<file path="config.mk">
export PLATFORM = sky130hd
export DESIGN_NAME = gardner_symbol_sync_flat
export DESIGN_NICKNAME = d
export VERILOG_FILES = /design/src/rtl/gardner_symbol_sync_if.sv /design/src/rtl/gardner_symbol_sync.sv /design/src/flat_wrapper.sv
export SDC_FILE = /design/constraint.sdc
export NUM_CORES = 2
export LEC_CHECK = 0
export ABC_AREA = 1
export BUFFER_PORTS_ARGS = -buffer_cell sky130_fd_sc_hd__buf_2
export CORE_MARGIN = 2
export CORE_UTILIZATION = 65
export CTS_CLUSTER_DIAMETER = 50
export DETAILED_ROUTE_END_ITERATION = 8
export GPL_ROUTABILITY_DRIVEN = 0
export PLACE_DENSITY_LB_ADDON = 0.1
export SETUP_SLACK_MARGIN = 0.02
export SLEW_MARGIN = 0
export SYNTH_ARGS = -nofsm -noshare
export SYNTH_HDL_FRONTEND = slang
export SYNTH_SLANG_ARGS = --single-unit
</file>
<file path="constraint.sdc">
create_clock -name clk_32M768 -period 8.24 [get_ports clk_32M768]
set_clock_uncertainty 0.2 [all_clocks]
set_input_delay 0.824 -clock clk_32M768 [delete_from_list [all_inputs] [get_ports clk_32M768]]
set_output_delay 0.824 -clock clk_32M768 [all_outputs]
set_load 0.005 [all_outputs]
</file>
<file path="src/rtl/gardner_symbol_sync_if.sv">
// gardner_symbol_sync_if: I/Q sample stream in, symbol stream and loop telemetry out
interface gardner_symbol_sync_if #(parameter int WIDTH = 16);
  logic signed [WIDTH-1:0] I_in, Q_in, sym_I, sym_Q;
  logic in_vld, sym_vld;
  logic signed [31:0] ted_err, loop_out;
  modport master (output I_in, Q_in, in_vld, input sym_I, sym_Q, sym_vld, ted_err, loop_out);
  modport slave (input I_in, Q_in, in_vld, output sym_I, sym_Q, sym_vld, ted_err, loop_out);
endinterface

</file>
<file path="src/rtl/gardner_symbol_sync.sv">
// gardner_symbol_sync: NCO-strobed decimation to one sample per symbol with Gardner TED and PI loop
module gardner_symbol_sync #(
  parameter int WIDTH = 16,
  parameter logic [31:0] NOM_STEP = 32'h4000_0000,
  parameter int TED_SHIFT = 8,
  parameter int KP_SHIFT = 8,
  parameter int KI_SHIFT = 12,
  parameter logic [31:0] LOOP_LIM = 32'd65536
) (
  input logic clk_32M768,
  input logic rst_n,
  gardner_symbol_sync_if.slave s
);
  localparam int DW = WIDTH + 1;
  localparam int PW = 2 * WIDTH + 1;
  localparam int SW = 2 * WIDTH + 2;
  localparam logic signed [63:0] LIM = $signed({32'd0, LOOP_LIM});
  logic [31:0] phase, step;
  logic [32:0] nxt;
  logic half, primed, strobe, v1, v2, v3;
  logic signed [WIDTH-1:0] p_i, p_q, m_i, m_q, c_i, c_q;
  logic signed [DW-1:0] d_i, d_q;
  logic signed [PW-1:0] pr_i, pr_q;
  logic signed [SW-1:0] sum;
  logic signed [63:0] e_w;
  logic signed [31:0] e, integ, integ_n, loop_n;
  function automatic logic signed [31:0] clamp(input logic signed [63:0] x);
    return x > LIM ? LIM[31:0] : x < -LIM ? 32'(-LIM) : x[31:0];
  endfunction
  always_comb begin
    step = NOM_STEP + s.loop_out;
    nxt = {1'b0, phase} + {1'b0, step};
    strobe = s.in_vld & nxt[32];
    sum = SW'(pr_i) + SW'(pr_q);
    e_w = 64'(sum >>> TED_SHIFT);
    e = e_w > 64'sh7FFF_FFFF ? 32'sh7FFF_FFFF : e_w < -64'sh8000_0000 ? 32'sh8000_0000 : e_w[31:0];
    integ_n = clamp(64'(integ) + 64'(e >>> KI_SHIFT));
    loop_n = clamp(64'(e >>> KP_SHIFT) + 64'(integ_n));
  end
  // half=0 marks the mid-symbol strobe; the TED launches only once a previous on-time sample exists
  always_ff @(posedge clk_32M768 or negedge rst_n)
    if (!rst_n) begin
      phase <= '0;
      half <= 1'b0;
      primed <= 1'b0;
      {v1, v2, v3} <= '0;
      {p_i, p_q, m_i, m_q, c_i, c_q} <= '0;
      {d_i, d_q, pr_i, pr_q} <= '0;
      integ <= '0;
      s.sym_I <= '0;
      s.sym_Q <= '0;
      s.sym_vld <= 1'b0;
      s.ted_err <= '0;
      s.loop_out <= '0;
    end else begin
      if (s.in_vld) phase <= nxt[31:0];
      if (strobe) half <= ~half;
      if (strobe & ~half) {m_i, m_q} <= {s.I_in, s.Q_in};
      if (strobe & half) begin
        {p_i, p_q, c_i, c_q} <= {c_i, c_q, s.I_in, s.Q_in};
        s.sym_I <= s.I_in;
        s.sym_Q <= s.Q_in;
        primed <= 1'b1;
      end
      s.sym_vld <= strobe & half;
      v1 <= strobe & half & primed;
      v2 <= v1;
      v3 <= v2;
      if (v1) begin
        d_i <= DW'(p_i) - DW'(c_i);
        d_q <= DW'(p_q) - DW'(c_q);
      end
      if (v2) begin
        pr_i <= PW'(m_i) * PW'(d_i);
        pr_q <= PW'(m_q) * PW'(d_q);
      end
      if (v3) begin
        s.ted_err <= e;
        integ <= integ_n;
        s.loop_out <= loop_n;
      end
    end
endmodule

</file>
<file path="src/flat_wrapper.sv">
// flat-port wrapper written by rule: the top's interface ports become plain ports
module gardner_symbol_sync_flat 
#(
  parameter int WIDTH = 16,
  parameter logic [31:0] NOM_STEP = 32'h4000_0000,
  parameter int TED_SHIFT = 8,
  parameter int KP_SHIFT = 8,
  parameter int KI_SHIFT = 12,
  parameter logic [31:0] LOOP_LIM = 32'd65536
)
  (clk_32M768, rst_n, s_I_in, s_Q_in, s_in_vld, s_sym_I, s_sym_Q, s_sym_vld, s_ted_err, s_loop_out);
  gardner_symbol_sync_if #(.WIDTH(WIDTH)) s_i ();
  input logic clk_32M768;
  input logic rst_n;
  input wire logic [$bits(s_i.I_in)-1:0] s_I_in;
  input wire logic [$bits(s_i.Q_in)-1:0] s_Q_in;
  input wire logic [$bits(s_i.in_vld)-1:0] s_in_vld;
  output wire logic [$bits(s_i.sym_I)-1:0] s_sym_I;
  output wire logic [$bits(s_i.sym_Q)-1:0] s_sym_Q;
  output wire logic [$bits(s_i.sym_vld)-1:0] s_sym_vld;
  output wire logic [$bits(s_i.ted_err)-1:0] s_ted_err;
  output wire logic [$bits(s_i.loop_out)-1:0] s_loop_out;
  assign s_i.I_in = s_I_in;
  assign s_i.Q_in = s_Q_in;
  assign s_i.in_vld = s_in_vld;
  assign s_sym_I = s_i.sym_I;
  assign s_sym_Q = s_i.sym_Q;
  assign s_sym_vld = s_i.sym_vld;
  assign s_ted_err = s_i.ted_err;
  assign s_loop_out = s_i.loop_out;
  gardner_symbol_sync #(.WIDTH(WIDTH), .NOM_STEP(NOM_STEP), .TED_SHIFT(TED_SHIFT), .KP_SHIFT(KP_SHIFT), .KI_SHIFT(KI_SHIFT), .LOOP_LIM(LOOP_LIM)) u_core (.clk_32M768(clk_32M768), .rst_n(rst_n), .s(s_i));
endmodule
</file>
# Yosys cells after proc, flatten, opt, wreduce, memory -nomap -nowiden
# Cells that the tools add are included.
# totals
register_bits	330
input_bits	35
output_inout_bits	97
# classes
add_sub_neg	7
multipliers	2
order_cmp	6
muxes	6
n_bitwise	5
# ops
operator	count
32-bit two-way mux	6
64-bit by 18-bit greater-than comparator with 1-bit output, second input constant	2
64-bit by 17-bit less-than comparator with 1-bit output, second input constant	2
16-bit by 17-bit multiplier with 33-bit output	2
33-bit by 33-bit adder with 34-bit output	1
16-bit by 16-bit subtractor with 17-bit output	2
24-bit by 32-bit adder with 33-bit output	1
32-bit by 20-bit adder with 33-bit output	1
32-bit by 32-bit adder with 33-bit output	1
31-bit by 32-bit adder with 32-bit output, first input constant	1
26-bit by 32-bit greater-than comparator with 1-bit output, second input constant	1
26-bit by 32-bit less-than comparator with 1-bit output, second input constant	1
1-bit bitwise AND	4
1-bit NOT	1

# Longest topological paths before layout
# depth
ltp_word	12
ltp_mapped	56
depth_no_buf	55

# Least setup slack after synthesis
# OpenSTA, ideal clock, no wires.
# synth_path
path_type	reg2reg
from	register u_core.pr_q[1]
to	register u_core.s.loop_out[10]
setup_ns	0.118
t_arrival_ns	6.495
required_ns	7.922
setup_slack_ns	1.427
stages_incl_launch_ff	44
n_path_buf	2
period_less_slack_ns	6.813
cell_sequence	dfrtp_1 > ha_1 > inv_1 > o21bai_1 > a21oi_1 > o31ai_1 > nand2_1 > nand2_1 > nand4_1 > nand2_1 > nand2_1 > nand2_1 > nand2_1 > ha_1 > nand2_1 > inv_1 > nand2_1 > nand2_1 > [... 8 more ...] > buf_6 > nor2_1 > ha_1 > fa_1 > nand3_1 > nand3_1 > nand2_1 > nand2_1 > nand3_1 > nand3_1 > a21oi_1 > xor2_1 > inv_2 > nor2_1 > nand2_2 > buf_4 > nand3_1 > nand2_1
# synth_via
elab_chain_cells	12
elab_cells_between_ends	15
# synth_lines
item	line_no	rtl
from (decl)	gardner_symbol_sync.sv:23	logic signed [PW-1:0] pr_i, pr_q;
from (signal assigned)	gardner_symbol_sync.sv:75	pr_q <= PW'(m_q) * PW'(d_q);
33-bit by 33-bit adder with 34-bit output (*)	gardner_symbol_sync.sv:34	sum = SW'(pr_i) + SW'(pr_q);
26-bit by 32-bit less-than comparator with 1-bit output	gardner_symbol_sync.sv:36	e = e_w > 64'sh7FFF_FFFF ? 32'sh7FFF_FFFF : e_w < -64'sh8000_0000 ? 32'sh8000_0000 : e_w[31:0];
32-bit two-way mux	gardner_symbol_sync.sv:36	
32-bit two-way mux (*)	gardner_symbol_sync.sv:36	
32-bit by 20-bit adder with 33-bit output (*)	gardner_symbol_sync.sv:37	integ_n = clamp(64'(integ) + 64'(e >>> KI_SHIFT));
64-bit by 17-bit less-than comparator with 1-bit output	gardner_symbol_sync.sv:28	return x > LIM ? LIM[31:0] : x < -LIM ? 32'(-LIM) : x[31:0];
32-bit two-way mux	gardner_symbol_sync.sv:28	
32-bit two-way mux (*)	gardner_symbol_sync.sv:28	
via u_core.integ_n[0]	gardner_symbol_sync.sv:26	logic signed [31:0] e, integ, integ_n, loop_n;
24-bit by 32-bit adder with 33-bit output (*)	gardner_symbol_sync.sv:38	loop_n = clamp(64'(e >>> KP_SHIFT) + 64'(integ_n));
64-bit by 17-bit less-than comparator with 1-bit output	gardner_symbol_sync.sv:28	
32-bit two-way mux	gardner_symbol_sync.sv:28	
32-bit two-way mux (*)	gardner_symbol_sync.sv:28	
to (signal assigned)	gardner_symbol_sync.sv:80	s.loop_out <= loop_n;
to (decl)	gardner_symbol_sync_if.sv:7	modport slave (input I_in, Q_in, in_vld, output sym_I, sym_Q, sym_vld, ted_err, loop_out);
# Mark *: on every way through the listed nets, which the timed path passes. The rest lies on a longest branch.
# A chain may end at the register's enable or synchronous reset.

# Worst setup path in the final report
# layout_path
from	register u_core.pr_q[8]
to	register u_core.s.loop_out[13]
# The elaborated chain is that of the path after synthesis.

==> summary.md <==
| Metric | Value |
|---|---|
| Outcome | finished, final reports clean |
| Diodes inserted | 0 |
| Peak Freq | around 130 MHz |
| IO Pins | between 100 and 150 |
| Die width | 264 µm |
| Global-route wire length before repair | roughly 190000 µm |
| Total gr overflow | 0 |
| Library cells used by synthesis | 48 |
| Post-DP HPWL | slightly below 90000 µm |
| Worst hold-check path type | in2async |
| Cts bufs inserted | 46 |
| Clk sinks | between 300 and 400 |
| Post-synthesis sequential area ratio | 0.185 |
| Hold Violations, Final | 0 |
| Cell mode on critical path | nand2_1 |
| Synth warn | 0 |
| DR iter-0 viols | between 3000 and 4000 |
| Vias in the first global route | ~38000 |
| Total of max-cap violations | 0 |
| Final setup fails | 0 |
| Pin count of the biggest net entering global routing | 160 |
| CORE AREA | ~67000 µm² |
| CP top delay family | simple AND/OR/NAND/NOR gates |
| Slew margin rel. | 0.241 |
| Starting density of the core | 0.655 |
| Mapped Cells | 5980 |
| Wirelength per Cell | about 16 µm |
| Initial antenna violation count | 1 |
| Post-synth EDFFs | 0 |
| Final period utilization | 0.911 |
| Crit path kind | reg2reg |
| Post-synth top flop | dfrtp_1 |
| Clock Pin Slew Worst Setup and Hold Paths | around 50 ps |
| WP data arrival | ~8000 ps |
| Port bufs | roughly 130 |
| Total Routing Usage GR | 0.331 |
| Syn Nets | roughly 7000 |
| Post-route setup TNS | 0 ps |
| Area growth syn-to-layout | 6.14% |
| Via count | approximately 38000 |
| Yosys reg bits | about 330 |
| Most frequent cells in the layout | nand2_1, inv_1, fa_1 |
| Via density | ~5.5 |
| H-tree depth | 2 |
| Detail Route Antenna Nets | 0 |
| Ratio of cells with drive above 1 in the final layout | 0.0558 |
| Post-CTS setup buffers | 0 |
| Post-synth ARST share | 1.00 |
| Synthesized area | 43800 µm² |
| Die height | 264 µm |
| Setup crit start kind | flop |
| Die area | roughly 70000 µm² |
| RSZ-0062 raised after global routing | no |
| Clock latency on the worst-skew pair | around 600 ps |
| Final #Nets | about 7000 |
| Commonest non-fill, non-tap cell in the layout | nand2_1 |
| Final wirelength | 113000 µm |
| Worst Path Max Fanout | 19 |
| FILL cells | about 5600 |
| CP max stage delay | about 480 ps |
| Worst Tran Pin Value | ~1100 ps |
| Post-Syn Area per Cell | 7.33 µm² |
| Slew Viols, Final | 0 |
| Worst Path Buf+Inv | 4 |
| CTS Buffer Depth | 3 |
| CP Data Required Time | 8500 ps |
| Worst Setup End Kind | flop |
| DRC | 0 |
| # rows | 95 |
| DR pass1 iterations | 6 |
| CTS tree | yes |
| Fin Hold WS | around 89 ps |
| Critical Path Slowest Stage Cell | fa_1 |
| CTS root buffer | clkbuf_16 |
| Final Critical Period | around 7500 ps |
[final cells by class]
class                   instances  area [µm²]  share of cell area
flip-flops and latches        325        8130               0.175
well taps                     873        1090              0.0235
repair buffers                168         956              0.0205
clock buffers                  59        1260              0.0271
clock inverters                24         230             0.00495
inverters                    1305        4900               0.105
multi-input cells            4139       30000               0.644
[worst paths after layout]
check / from / end / slack (ps) / cells past startpoint
max in group asynchronous: rst_n / u_core.half / 6280 / 2
worst max-delay path: u_core.pr_q[8] / u_core.s.loop_out[13] / 740 / 39
min in group clk_32M768: u_core.s.ted_err[16] / u_core.s.ted_err[16] / 270 / 2
worst max register to register: u_core.pr_q[8] / u_core.s.loop_out[13] / 740 / 39
worst min-delay path: rst_n / u_core.s.loop_out[20] / 90 / 1
worst min register to register: u_core.s.ted_err[16] / u_core.s.ted_err[16] / 270 / 2
[flip-flops by register name, indices dropped and copies added (netlist names), 16 cells and up]
signal and cells:
u_core.m_i 16, u_core.s.sym_Q 16, u_core.s.loop_out 32, u_core.phase 32, u_core.d_q 17, u_core.integ 32
u_core.d_i 17, u_core.pr_q 33, u_core.c_i 16, u_core.pr_i 33, u_core.p_q 16, u_core.m_q 16
u_core.p_i 16, u_core.s.ted_err 27
[cell families after synthesis]
kind of cell	after synthesis	synth area share
and+or+nand+nor	2490	0.229
buffers and inverters	1516	0.131
adders and majority gates	885	0.348
AOI/OAI and AO/OA	634	0.0795
DFF	325	0.185
xor gates and xnor gates	130	0.0264
[cell usage after synthesis (all sizes together), types with 16 or more instances]
master / number / share of area
dfrtp: 325 / 0.19
nor3: 46 / 0.0053
clkbuf: 177 / 0.015
xnor2: 51 / 0.010
o21ai: 281 / 0.032
xor2: 79 / 0.016
nor2: 253 / 0.022
nand3: 210 / 0.024
a21oi: 241 / 0.028
ha: 328 / 0.094
buf: 34 / 0.0046
a21boi: 20 / 0.0034
or2: 48 / 0.0068
inv: 1305 / 0.11
fa: 557 / 0.25
a21o: 16 / 0.0027
nand2: 1854 / 0.16
a31oi: 23 / 0.0033
nand4: 46 / 0.0066
[per-layer routing]
metal,track usage,wire [µm],up-vias,share of wire
met4,0.0976,3210,0,0.029
li1,-,-,18000,-
met3,0.0544,9510,238,0.084
met1,0.452,47300,17900,0.42
met5,0,0,-,0
met2,0.548,52500,1524,0.47
[timing repair]
item	in CTS	in global routing
gates resized for setup	0	4
hold buffers	0	0
setup endpoints to repair	0	32
[through the flow]
stage / cell area, µm² / utilization / setup slack [ps] / instances
6_report: 46500 / 0.695 / 735 / 6893
5_1_grt: 46500 / 0.695 / 14.8 / 6893
4_1_cts: 46500 / 0.695 / 674 / 6893
3_5_place_dp: 45000 / 0.673 / 738 / 6810
3_3_place_gp: 45000 / 0.673 / 895 / 6810
2_1_floorplan: 43800 / - / 1430 / 5980
Power is not shown: default switching activity piles up to over one toggle a cycle in this logic, so the estimate is an artifact.
